`src/rtl/mirfak_hazard_ctrl.sv`:
```
// Hazard controller for a three-stage ID/EX/WB pipeline: operand forwarding, load-use stall,
// multicycle mul/div wait and trap flush sequencing, plus a free-running stall-cycle counter.
module mirfak_hazard_ctrl (
  input  logic        clk_i,
  input  logic        rst_i,
  input  logic        id_valid_i,
  input  logic [4:0]  id_rs1_i,
  input  logic [4:0]  id_rs2_i,
  input  logic        id_use_rs1_i,
  input  logic        id_use_rs2_i,
  input  logic [4:0]  id_rd_i,
  input  logic        id_we_i,
  input  logic        id_is_load_i,
  input  logic        id_take_branch_i,
  input  logic        ex_mdu_start_i,
  input  logic        ex_mdu_done_i,
  input  logic        wb_exception_i,
  input  logic        if_ready_i,
  output logic [1:0]  id_fwd_a_sel_o,
  output logic [1:0]  id_fwd_b_sel_o,
  output logic        if_enable_o,
  output logic        ifid_clear_o,
  output logic        idex_enable_o,
  output logic        idex_clear_o,
  output logic        exwb_enable_o,
  output logic        exwb_clear_o,
  output logic [31:0] stall_cnt_o
);

  typedef enum logic [1:0] {StRun, StMduWait, StTrapFlush, StTrapWait} state_e;

  state_e      state_q;
  logic        ex_valid_q, ex_we_q, ex_load_q;
  logic [4:0]  ex_rd_q;
  logic        wb_valid_q, wb_we_q;
  logic [4:0]  wb_rd_q;
  logic [31:0] stall_cnt_q;

  logic ex_fwd_ok, wb_fwd_ok;
  logic load_use;

  // Loads cannot forward from EX; their data only exists once they reach WB.
  assign ex_fwd_ok = ex_valid_q & ex_we_q & ~ex_load_q & (ex_rd_q != 5'd0);
  assign wb_fwd_ok = wb_valid_q & wb_we_q & (wb_rd_q != 5'd0);

  always_comb begin
    id_fwd_a_sel_o = 2'b00;
    id_fwd_b_sel_o = 2'b00;
    if (ex_fwd_ok && (ex_rd_q == id_rs1_i)) begin
      id_fwd_a_sel_o = 2'b01;
    end else if (wb_fwd_ok && (wb_rd_q == id_rs1_i)) begin
      id_fwd_a_sel_o = 2'b10;
    end
    if (ex_fwd_ok && (ex_rd_q == id_rs2_i)) begin
      id_fwd_b_sel_o = 2'b01;
    end else if (wb_fwd_ok && (wb_rd_q == id_rs2_i)) begin
      id_fwd_b_sel_o = 2'b10;
    end
  end

  assign load_use = id_valid_i & ex_valid_q & ex_load_q & (ex_rd_q != 5'd0) &
                    ((id_use_rs1_i & (id_rs1_i == ex_rd_q)) |
                     (id_use_rs2_i & (id_rs2_i == ex_rd_q)));

  always_comb begin
    if_enable_o   = 1'b0;
    ifid_clear_o  = 1'b0;
    idex_enable_o = 1'b0;
    idex_clear_o  = 1'b0;
    exwb_enable_o = 1'b0;
    exwb_clear_o  = 1'b0;
    if (rst_i) begin
      ifid_clear_o = 1'b1;
      idex_clear_o = 1'b1;
      exwb_clear_o = 1'b1;
    end else begin
      unique case (state_q)
        StRun: begin
          if (load_use) begin
            // Hold IF/ID, let the load drain into WB, inject a bubble into EX.
            idex_clear_o  = 1'b1;
            exwb_enable_o = 1'b1;
          end else begin
            if_enable_o   = 1'b1;
            idex_enable_o = 1'b1;
            exwb_enable_o = 1'b1;
            ifid_clear_o  = id_take_branch_i;
          end
        end
        StMduWait: begin
        end
        StTrapFlush: begin
          ifid_clear_o = 1'b1;
          idex_clear_o = 1'b1;
          exwb_clear_o = 1'b1;
        end
        StTrapWait: begin
          if_enable_o  = 1'b1;
          idex_clear_o = 1'b1;
          exwb_clear_o = 1'b1;
        end
        default: begin
        end
      endcase
    end
  end

  always_ff @(posedge clk_i or posedge rst_i) begin
    if (rst_i) begin
      state_q <= StRun;
    end else if (wb_exception_i) begin
      state_q <= StTrapFlush;
    end else begin
      unique case (state_q)
        StRun:       if (ex_mdu_start_i && !ex_mdu_done_i) state_q <= StMduWait;
        StMduWait:   if (ex_mdu_done_i) state_q <= StRun;
        StTrapFlush: state_q <= StTrapWait;
        StTrapWait:  if (if_ready_i) state_q <= StRun;
        default:     state_q <= StRun;
      endcase
    end
  end

  always_ff @(posedge clk_i or posedge rst_i) begin
    if (rst_i) begin
      ex_valid_q <= 1'b0;
      ex_rd_q    <= 5'd0;
      ex_we_q    <= 1'b0;
      ex_load_q  <= 1'b0;
    end else if (idex_clear_o) begin
      ex_valid_q <= 1'b0;
      ex_rd_q    <= 5'd0;
      ex_we_q    <= 1'b0;
      ex_load_q  <= 1'b0;
    end else if (idex_enable_o) begin
      ex_valid_q <= id_valid_i;
      ex_rd_q    <= id_rd_i;
      ex_we_q    <= id_we_i;
      ex_load_q  <= id_is_load_i;
    end
  end

  always_ff @(posedge clk_i or posedge rst_i) begin
    if (rst_i) begin
      wb_valid_q <= 1'b0;
      wb_rd_q    <= 5'd0;
      wb_we_q    <= 1'b0;
    end else if (exwb_clear_o) begin
      wb_valid_q <= 1'b0;
      wb_rd_q    <= 5'd0;
      wb_we_q    <= 1'b0;
    end else if (exwb_enable_o) begin
      wb_valid_q <= ex_valid_q;
      wb_rd_q    <= ex_rd_q;
      wb_we_q    <= ex_we_q;
    end
  end

  // Counts every cycle in which EX does not accept a new instruction; wraps freely.
  always_ff @(posedge clk_i or posedge rst_i) begin
    if (rst_i) begin
      stall_cnt_q <= 32'd0;
    end else if (!idex_enable_o || (state_q != StRun)) begin
      stall_cnt_q <= stall_cnt_q + 32'd1;
    end
  end

  assign stall_cnt_o = stall_cnt_q;

endmodule

```
`config.mk`:
```
export PLATFORM = sky130hd
export DESIGN_NAME = mirfak_hazard_ctrl
export DESIGN_NICKNAME = d
export VERILOG_FILES = /design/src/rtl/mirfak_hazard_ctrl.sv
export SDC_FILE = /design/constraint.sdc
export NUM_CORES = 1
export LEC_CHECK = 0
export ABC_AREA = 1
export BUFFER_PORTS_ARGS = -buffer_cell sky130_fd_sc_hd__buf_2
export CAP_MARGIN = 20
export CORE_MARGIN = 4
export CORE_UTILIZATION = 61
export CTS_BUF_LIST = sky130_fd_sc_hd__clkbuf_2 sky130_fd_sc_hd__clkbuf_4 sky130_fd_sc_hd__clkbuf_8
export CTS_CLUSTER_SIZE = 30
export DETAILED_ROUTE_END_ITERATION = 12
export HOLD_SLACK_MARGIN = 0.08
export PLACE_DENSITY = 0.88
export SLEW_MARGIN = 0
export SYNTH_ARGS = -nofsm -noshare
export SYNTH_HDL_FRONTEND = slang
export SYNTH_SLANG_ARGS = --single-unit
```
`constraint.sdc`:
```
create_clock -name clk_i -period 6.7 [get_ports clk_i]
set_input_delay 1.34 -clock clk_i [delete_from_list [all_inputs] [get_ports clk_i]]
set_output_delay 1.34 -clock clk_i [all_outputs]
set_load 0.1 [all_outputs]
```
==> results of run 1 <==
-- worst min-delay path, stage by stage (launching register included) --
cell and delay [ns]:
dfrtp_1 0.39, nand2_1 0.06, nand2_1 0.05
-- registers in the layout, summed over array words and instances, names as in the netlist --
name,count
ex_we_q,1
wb_valid_q,1
stall_cnt_o,32
state_q,2
ex_load_q,1
ex_valid_q,1
wb_we_q,1
ex_rd_q,5
wb_rd_q,5
-- cells in the final DEF, fill, tap and decap left out, drive strengths merged, types with 5 or more instances in the layout --
master	synthesis	final
xor2	24	24
nor3	19	19
o21ai	27	27
nand4	7	7
nand2	172	172
xnor2	13	13
ha	5	5
inv	59	59
nand3	27	27
buf	6	69
dfrtp	49	49
clkbuf	4	7
a21oi	7	7
nor2	50	50
-- worst min path at each step --
stage	start	end	slack [ns]	cells past startpoint
2_1_floorplan	state_q[1]	state_q[1]	0.50	2
5_1_grt	wb_valid_q	wb_valid_q	0.57	2
4_1_cts	stall_cnt_o[31]	stall_cnt_o[31]	0.53	2
3_3_place_gp	stall_cnt_o[31]	stall_cnt_o[31]	0.50	2
3_5_place_dp	stall_cnt_o[31]	stall_cnt_o[31]	0.51	2
6_report	stall_cnt_o[31]	stall_cnt_o[31]	0.53	2
-- stage by stage --
| step | area, um^2 | setup slack, ns | instances |
|---|---|---|---|
| 3_3_place_gp | 3626 | 2.311 | 601 |
| 5_1_grt | 3737 | 1.969 | 610 |
| 3_5_place_dp | 3626 | 2.253 | 601 |
| 2_1_floorplan | 3288 | 1.228 | 473 |
| 6_report | 3737 | 2.220 | 610 |
| 4_1_cts | 3717 | 2.225 | 609 |
-- routing by layer --
layer / track usage, % / vias up
li1: - / 1612
met1: 35.64 / 1480
met2: 40.64 / 117
met3: 5.154 / 20
met4: 7.770 / 0
met5: 0 / -
-- cell type report --
class	instances	share of cell area (%)
clock buffers	7	2.243
clock inverters	1	0.2009
inverters	59	6.060
multi-input cells	355	46.70
flip-flops and latches	49	32.81
well taps	70	2.343
repair buffers	69	9.642
-- power by group --
part           total, mW  leakage [nW]  switching (mW)  internal (mW)
Sequential         0.432         0.661          0.0779          0.354
Clock              0.179        0.0453          0.0973         0.0821
Combinational      0.795          1.28           0.651          0.144
Total               1.41          1.98           0.826          0.580
-- kinds of logic (layout without fill, tap and decap cells) --
kind of cell	count (synthesis)	after routing	synth area share, %
AOI/OAI and AO/OA	36	36	5.670
xor gates and xnor gates	37	37	9.855
and+or+nand+nor	277	277	35.65
DFF	49	49	37.29
adders and majority gates	5	5	1.903
buffers and inverters	69	136	9.626
==> run_results.csv, run 1 <==
group,metric,value,unit
synthesis,synthesis.instances,473,
power_and_ir_drop,finalPower,1.407,mW
timing,hold_ws,0.5322,ns
final_layout,drive_gt1_share,18.15,%
synthesis,yosys_register_bits,49,
global_routing,grt_pass1_wl,13.36,mm
routing,wl_met1,3.693,mm
final_layout,multiInputGateArea,0.001745,mm^2
timing,hold_violations,0,
routing,ant_nets,0,
critical_path,cp-endpoint,"idex_enable_o",
die,core-area,0.005172,mm^2
placement,place.gp.congestion,1.011,
die,die_w,81.42,um
global_routing,grt_max_degree,52,
die,die_height,81.42,um
clocking,clk_pin_slew_worst_paths,0.09,ns
synthesis,yosysMostFrequentCell,"nand2_1",
critical_path,cp.required,5.36,ns
routing,dr.pass1.iters,5,
final_layout,syn_to_final_growth,13.66,%
synthesis,syn-num-nets,505,
critical_path,cp.depth,11,
routing,drt_wl_total,7.994,mm
run,drv_cap,0,
synthesis,yosys.area.top_type,"dfrtp_1",
critical_path,slowest_delay,0.45,ns
timing,slew_violations,0,
die,num_io_pins,69,
routing,drcViolationCount,0,
timing,rsz0062_at_grt,"no",
final_layout,num_antenna_cells,0,
global_routing,grt_pass1_vias,2992,
critical_path,r2r-start,"state_q[1]",
clocking,clockBufferDepth,2,
routing,wl_met3,512,um
timing,fmax,223.2,MHz
critical_path,crit_chain,"buf_2 > inv_1 > nand2_1 > nand2_1 > nor2_1 > nand4_1 > nand2_2 > nand2_2 > nand2_4 > inv_6 > buf_2",
final_layout,n_fill_cell,438,
critical_path,crit_path_top_delay_cell,"buf_2",
clocking,clock-sinks,49,
power_and_ir_drop,cellPowerDensity,376.4,mW/mm^2
timing,min_period,4.480,ns
critical_path,worstPathArrival,3.14,ns
clocking,cts_tree,"done",
final_layout,final_net_count,571,
placement,dp_hpwl,6.057,mm
clocking,clock_latency,0.31,ns
routing,initialDrtViolationCount,241,
routing,highest_layer,"met4",
critical_path,critPathKind,"in -> out",
final_layout,regArea,0.001226,mm^2
critical_path,worst_setup_path_end_kind,"primary output",
timing,slew_headroom,51.23,%
routing,route.met2.wl,3.642,mm
timing,tightest_slew,0.7316,ns
critical_path,setup.worst_path.start,"id_rs1_i[2]",
clocking,cts_buffers,5,
synthesis,synth_cell_type_count,29,
routing,viasPerCell,5.293,
critical_path,r2r_cells,7,
critical_path,r2r-end,"stall_cnt_o[16]",
global_routing,grt_use_total,25.69,%
power_and_ir_drop,p_leak,1.983,nW
clocking,holdBufCountCts,0,
critical_path,rrSetupSlack,4.12,ns
clocking,post_cts.repair.setup_buffers,0,
synthesis,async_flop_share,100.0,%
timing,setup_viol,0,
critical_path,critical_path.top_delay_family,"simple AND/OR/NAND/NOR gates",
synthesis,synth.area.top_cells,"dfrtp_1 (37%), nand2_1 (18%), xor2_1 (6.4%), inv_1 (6.2%), nor2_1 (5.5%)",
die,rows,26,
die,die_area,0.006629,mm^2
power_and_ir_drop,ir_worst_vdd,454.0,uV
timing,skew,0.009553,ns
routing,wl_per_cell,13.10,um
synthesis,syn-cell-area,0.003288,mm^2
synthesis,ys_warn_count,0,
routing,num_vias,3229,
synthesis,yosysTopAreaCellShare,37.29,%
critical_path,cp_num_buf_inv,4,
synthesis,postSynthAreaPerCell,6.952,um^2
synthesis,yosysSeqAreaShare,37.29,%
global_routing,antenna_found_initial,0,
timing,min_period_over_period,66.87,%
synthesis,synth_commonest_cells,"nand2_1 (160), inv_1 (54), dfrtp_1 (49)",
critical_path,setup.worst_path.start_class,"input port",
placement,io_buffers,68,
clocking,cts.htree.levels,2,
timing,finalSetupTns,0,ns
die,initial_core_util,63.57,%
critical_path,cp_max_fo,48,
synthesis,synth_ff_type,"dfrtp_1",
clocking,root_buffer,"clkbuf_8",
final_layout,final_util,72.25,%
global_routing,grt_overflow,0,
outcome,status,"complete, no violations",
synthesis,synth_edf_count,0,
min_path,min_path_type,"reg -> reg",
clocking,cts_resized,0,
(Power assumes the default switching activity.)
==> run 2: changes to the inputs <==
--- a/config.mk
+++ b/config.mk
@@ -9,12 +9,12 @@
 export BUFFER_PORTS_ARGS = -buffer_cell sky130_fd_sc_hd__buf_2
 export CAP_MARGIN = 20
 export CORE_MARGIN = 4
-export CORE_UTILIZATION = 61
+export CORE_UTILIZATION = 57
 export CTS_BUF_LIST = sky130_fd_sc_hd__clkbuf_2 sky130_fd_sc_hd__clkbuf_4 sky130_fd_sc_hd__clkbuf_8
 export CTS_CLUSTER_SIZE = 30
 export DETAILED_ROUTE_END_ITERATION = 12
 export HOLD_SLACK_MARGIN = 0.08
-export PLACE_DENSITY = 0.88
+export PLACE_DENSITY = 0.83
 export SLEW_MARGIN = 0
 export SYNTH_ARGS = -nofsm -noshare
 export SYNTH_HDL_FRONTEND = slang
==> constraint.sdc (replaced) <==
create_clock -name clk_i -period 4.63 [get_ports clk_i]
set_input_delay 0.926 -clock clk_i [delete_from_list [all_inputs] [get_ports clk_i]]
set_output_delay 0.926 -clock clk_i [all_outputs]
set_load 0.1 [all_outputs]
==> run 2 against run 1 <==
  * Via count is 0.87% lower
  * Critical endpoint unchanged
  * Final cell count up 0.33%
  * Routed wire length decreased by 0.45%
  * Sequential power up 45%
  * Cell area hardly changed
==> run_results.csv, run 2 (synthesis results as in run 1) <==
group,metric,value,unit
global_routing,grt_pass1_vias,2990,
critical_path,r2r_cells,9,
timing,finalSetupTns,0,ns
timing,setup_viol,0,
min_path,holdPathStages,2,
routing,num_vias,3201,
critical_path,r2r-end,"stall_cnt_o[15]",
die,rows,27,
clocking,clock-sinks,49,
critical_path,critPathKind,"reg -> out",
die,die_area,0.007048,mm^2
critical_path,cp_max_fo,48,
timing,tightest_slew,0.6201,ns
die,initial_core_util,59.35,%
placement,place.gp.congestion,0.9334,
clocking,clockBufferDepth,2,
routing,drcViolationCount,0,
power_and_ir_drop,ir_worst_vdd,738.8,uV
clocking,holdBufCountCts,0,
global_routing,grt_overflow,0,
timing,hold_violations,0,
timing,min_period,3.650,ns
clocking,cts_tree,"done",
final_layout,num_antenna_cells,0,
routing,wl_per_cell,13.00,um
final_layout,n_fill_cell,493,
placement,placed_cell_area,0.003646,mm^2
final_layout,multiInputGateArea,0.001748,mm^2
global_routing,grt_use_total,23.53,%
critical_path,cp.required,3.70,ns
critical_path,rrSetupSlack,2.44,ns
critical_path,worstPathArrival,2.72,ns
final_layout,most-common-layout-cells,"nand2_1 (160), buf_2 (68), inv_1 (53)",
clocking,root_buffer,"clkbuf_8",
min_path,hp-start,"stall_cnt_o[31]",
final_layout,largest_register_ffs,32,
clocking,cts.htree.levels,2,
die,die_w,83.95,um
power_and_ir_drop,cellPowerDensity,543.8,mW/mm^2
global_routing,grt.busiest_layer,"met2",
critical_path,setup.worst_path.start_class,"flip-flop",
critical_path,r2r-start,"state_q[0]",
routing,initialDrtViolationCount,278,
routing,viasPerCell,5.230,
global_routing,grt_pass1_wl,13.83,mm
routing,drt_wl_total,7.958,mm
routing,dr.pass1.iters,5,
timing,slew_violations,0,
final_layout,final_common_cell,"nand2_1",
power_and_ir_drop,p_leak,1.986,nW
critical_path,worst_setup_path_end_kind,"primary output",
global_routing,grt_use_met2,38.68,%
timing,rsz0062_at_grt,"no",
placement,io_buffers,68,
timing,fmax,274.0,MHz
clocking,clock_latency,0.30,ns
die,core-area,0.005540,mm^2
timing,slew_headroom,58.66,%
timing,min_period_over_period,78.83,%
global_routing,antenna_found_initial,0,
critical_path,setup.worst_path.start,"state_q[0]",
global_routing,grt_util_met1,32.98,%
clocking,cts_resized,0,
clocking,post_cts.repair.setup_buffers,0,
timing,layout_setup_ws,0.9804,ns
outcome,status,"complete, no violations",
min_path,whs_endpoint,"stall_cnt_o[31]",
global_routing,grt_util_met3,3.554,%
clocking,clk_pin_slew_worst_paths,0.08,ns
die,num_io_pins,69,
final_layout,final_area,0.003736,mm^2
placement,dpl_worst_slack,1.012,ns
final_layout,final_net_count,572,
die,die_height,83.95,um
timing,skew,0.01287,ns
final_layout,drive_gt1_share,18.33,%
placement,dp_hpwl,6.066,mm
routing,ant_nets,0,
timing,hold_ws,0.5425,ns
clocking,cts_buffers,5,
final_layout,regArea,0.001226,mm^2
final_layout,syn_to_final_growth,13.62,%
run,drv_cap,0,
min_path,min_path_type,"reg -> reg",
global_routing,grt_max_degree,50,
run 2: cell types whose count changed in the layout (fill, tap and decap cells not counted), sizes merged:
cell      change
buf           +1
clkinvlp      -1
run 2: worst max-delay path by stage:
stage / end / slack [ns]
after CTS: idex_enable_o / 0.99
after floorplan: id_fwd_b_sel_o[1] / 0.16
after global routing: idex_enable_o / 0.81
after global placement: idex_enable_o / 1.06
after detailed placement: idex_enable_o / 1.01
final: idex_enable_o / 0.98
run 2: critical path, cell delays in order, from the launching register on:
cell and delay (ns):
dfrtp_1 0.42, inv_1 0.09, ha_1 0.14, buf_4 0.25
inv_1 0.21, nor2_1 0.28, nand2_4 0.31, inv_6 0.26
buf_2 0.46
run 2: layer usage:
metal	up-vias	share of wire [%]
li1	1604	-
met1	1485	46
met2	106	47
met3	6	6.4
met4	0	1.0
met5	-	0
run 2: power by group:
part	leakage (nW)	internal, mW	switching [mW]
combinational	1.28	0.209	0.940
sequential	0.661	0.513	0.112
clock	0.0477	0.125	0.133
total	1.99	0.847	1.19
run 2: stage by stage:
step	std cells	utilization, %	power (mW)
after detailed placement	605	65.81	1.780
after floorplan	473	-	1.593
after global placement	605	65.81	1.760
final	612	67.43	2.032
after CTS	612	67.43	2.040
after global routing	612	67.43	2.159
run 2: area by class of cell:
class | count | area share, %
Multi-Input combinational cell | 355 | 46.79
Sequential cell | 49 | 32.82
Timing Repair Buffer | 70 | 9.511
Inverter | 59 | 6.062
Clock buffer | 7 | 2.411
Tap cell | 72 | 2.411
==> run 3: changes to the inputs <==
==> constraint.sdc (replaced) <==
create_clock -name clk_i -period 3.44 [get_ports clk_i]
set_input_delay 0.688 -clock clk_i [delete_from_list [all_inputs] [get_ports clk_i]]
set_output_delay 0.688 -clock clk_i [all_outputs]
set_load 0.1 [all_outputs]
==> run 3 against run 2 <==
  * Cell area grew 1.2%
  * Clock power grew 46%
  * Routed wire length grew 0.75%
  * First-iteration DRC count shrank 17%
  * Final cell count grew 0.33%
  * Die area is the same
  * Critical path type unchanged
  * Critical endpoint is now idex_clear_o
  * Largest cell class unchanged
==> run_results.csv, run 3 (synthesis results as in run 1) <==
group,metric,value,unit
clocking,clock_latency,0.31,ns
clocking,cts_resized,0,
routing,num_vias,3157,
power_and_ir_drop,power_frac_clock,13.5,%
routing,initialDrtViolationCount,232,
final_layout,finalNonFillerCells,614,
final_layout,final_util,68.22,%
routing,ant_nets,0,
clocking,cts_buffers,5,
timing,rsz0062_at_grt,"no",
clocking,root_buffer,"clkbuf_8",
power_and_ir_drop,ir_worst_vdd,890.8,uV
die,core-area,0.005540,mm^2
die,die_w,83.95,um
critical_path,cp_num_buf_inv,4,
timing,finalSetupTns,0,ns
power_and_ir_drop,internal_power,1.171,mW
min_path,min_path_type,"reg -> reg",
power_and_ir_drop,finalPower,2.793,mW
critical_path,critPathKind,"reg -> out",
die,rows,27,
routing,wl_per_cell,13.06,um
final_layout,drive_gt1_share,19.19,%
timing,min_period_over_period,85.76,%
timing,fmax,339.0,MHz
timing,hold_violations,0,
die,num_io_pins,69,
placement,placed_cells,606,
power_and_ir_drop,switching_share,58.07,%
timing,slew_violations,0,
critical_path,cp_max_fo,16,
clocking,clk_pin_slew_worst_paths,0.08,ns
timing,setup_viol,0,
final_layout,final_net_count,573,
critical_path,slowest_delay,0.43,ns
power_and_ir_drop,cellPowerDensity,738.8,mW/mm^2
die,initial_core_util,59.35,%
global_routing,antenna_found_initial,0,
power_and_ir_drop,p_seq_share,30.2,%
power_and_ir_drop,combPwrFrac,56.3,%
final_layout,largest_register_ffs,32,
clocking,clock-sinks,49,
placement,place.gp.congestion,0.9525,
final_layout,final_common_cell,"nand2_1",
critical_path,worst_setup_path_end_kind,"primary output",
clocking,clockBufferDepth,2,
timing,skew,0.01137,ns
critical_path,critical_path.top_delay_family,"buffers and inverters",
critical_path,crit_path_top_delay_cell,"dfrtp_1",
final_layout,most-common-layout-cells,"nand2_1 (160), buf_2 (67), inv_1 (53)",
clocking,cts_tree,"done",
clocking,cts.htree.levels,2,
timing,tightest_slew,0.7167,ns
global_routing,grt_pass1_vias,3053,
placement,dp_hpwl,6.185,mm
routing,drcViolationCount,0,
final_layout,final_area,0.003780,mm^2
power_and_ir_drop,p_switching,1.622,mW
clocking,holdBufCountCts,0,
global_routing,grt_pass1_wl,13.83,mm
die,die_area,0.007048,mm^2
outcome,status,"complete, no violations",
critical_path,crit_chain,"inv_1 > ha_1 > buf_4 > nand3_1 > nand2_1 > nand2_1 > inv_1 > buf_2",
timing,min_period,2.950,ns
timing,slew_headroom,51.61,%
placement,io_buffers,68,
routing,viasPerCell,5.142,
power_and_ir_drop,p_leak,2.000,nW
global_routing,grt_overflow,0,
final_layout,num_antenna_cells,0,
global_routing,grt_max_degree,50,
die,die_height,83.95,um
routing,drt_wl_total,8.018,mm
run,drv_cap,0,
critical_path,cp.required,2.75,ns
critical_path,worstPathArrival,2.26,ns
critical_path,setup.worst_path.start_class,"flip-flop",
global_routing,grt_use_total,23.83,%
final_layout,syn_to_final_growth,14.95,%
placement,placed_cell_area,0.003679,mm^2
routing,dr.pass1.iters,5,
clocking,post_cts.repair.setup_buffers,0,
-- run 3: final timing paths --
path | startpoint | end | slack [ns] | cells past startpoint
hold / removal | wb_valid_q | wb_valid_q | 0.54 | 2
max in group asynchronous | rst_i | stall_cnt_o[26] | 2.43 | 3
min in group asynchronous | rst_i | stall_cnt_o[3] | 0.57 | 3
setup reg to reg | state_q[0] | stall_cnt_o[13] | 1.37 | 8
setup / recovery | state_q[0] | idex_clear_o | 0.49 | 8
hold reg to reg | wb_valid_q | wb_valid_q | 0.54 | 2
-- run 3: layer usage --
metal	global-route usage, %	wire length [um]
met1	32.48	3696
met2	38.32	3685
met3	5.331	518
met4	6.287	117
met5	0	0
-- run 3: cell type report --
cell class | count | area, um^2
well taps | 72 | 90.09
multi-input cells | 355 | 1758
inverters | 59 | 226.5
fillers | 495 | 1760
flip-flops and latches | 49 | 1226
clock buffers | 7 | 96.34
repair buffers | 71 | 377.9
clock inverters | 1 | 5.005
-- run 3: per-stage QoR --
stage / hold WS, ns / worst slack, ns
after global placement: 0.5046 / 0.6302
final: 0.5371 / 0.4900
after floorplan: 0.5027 / 0.02009
after CTS: 0.5368 / 0.5082
after global routing: 0.5692 / 0.3470
after detailed placement: 0.5257 / 0.5954
-- run 3: tightest hold or removal path, cell delays in order, from the launching register on --
cell     delay (ns)
dfrtp_1        0.38
nand2_1        0.07
a21oi_1        0.05
-- run 3: power by group through the flow --
stage                     registers [mW]  logic (mW)  clock network, mW
after CTS                          0.842        1.57              0.386
after floorplan                     1.43       0.717                  0
after global routing               0.867        1.68              0.412
final                              0.844        1.57              0.377
after detailed placement           0.853        1.57                  0
after global placement             0.847        1.54                  0
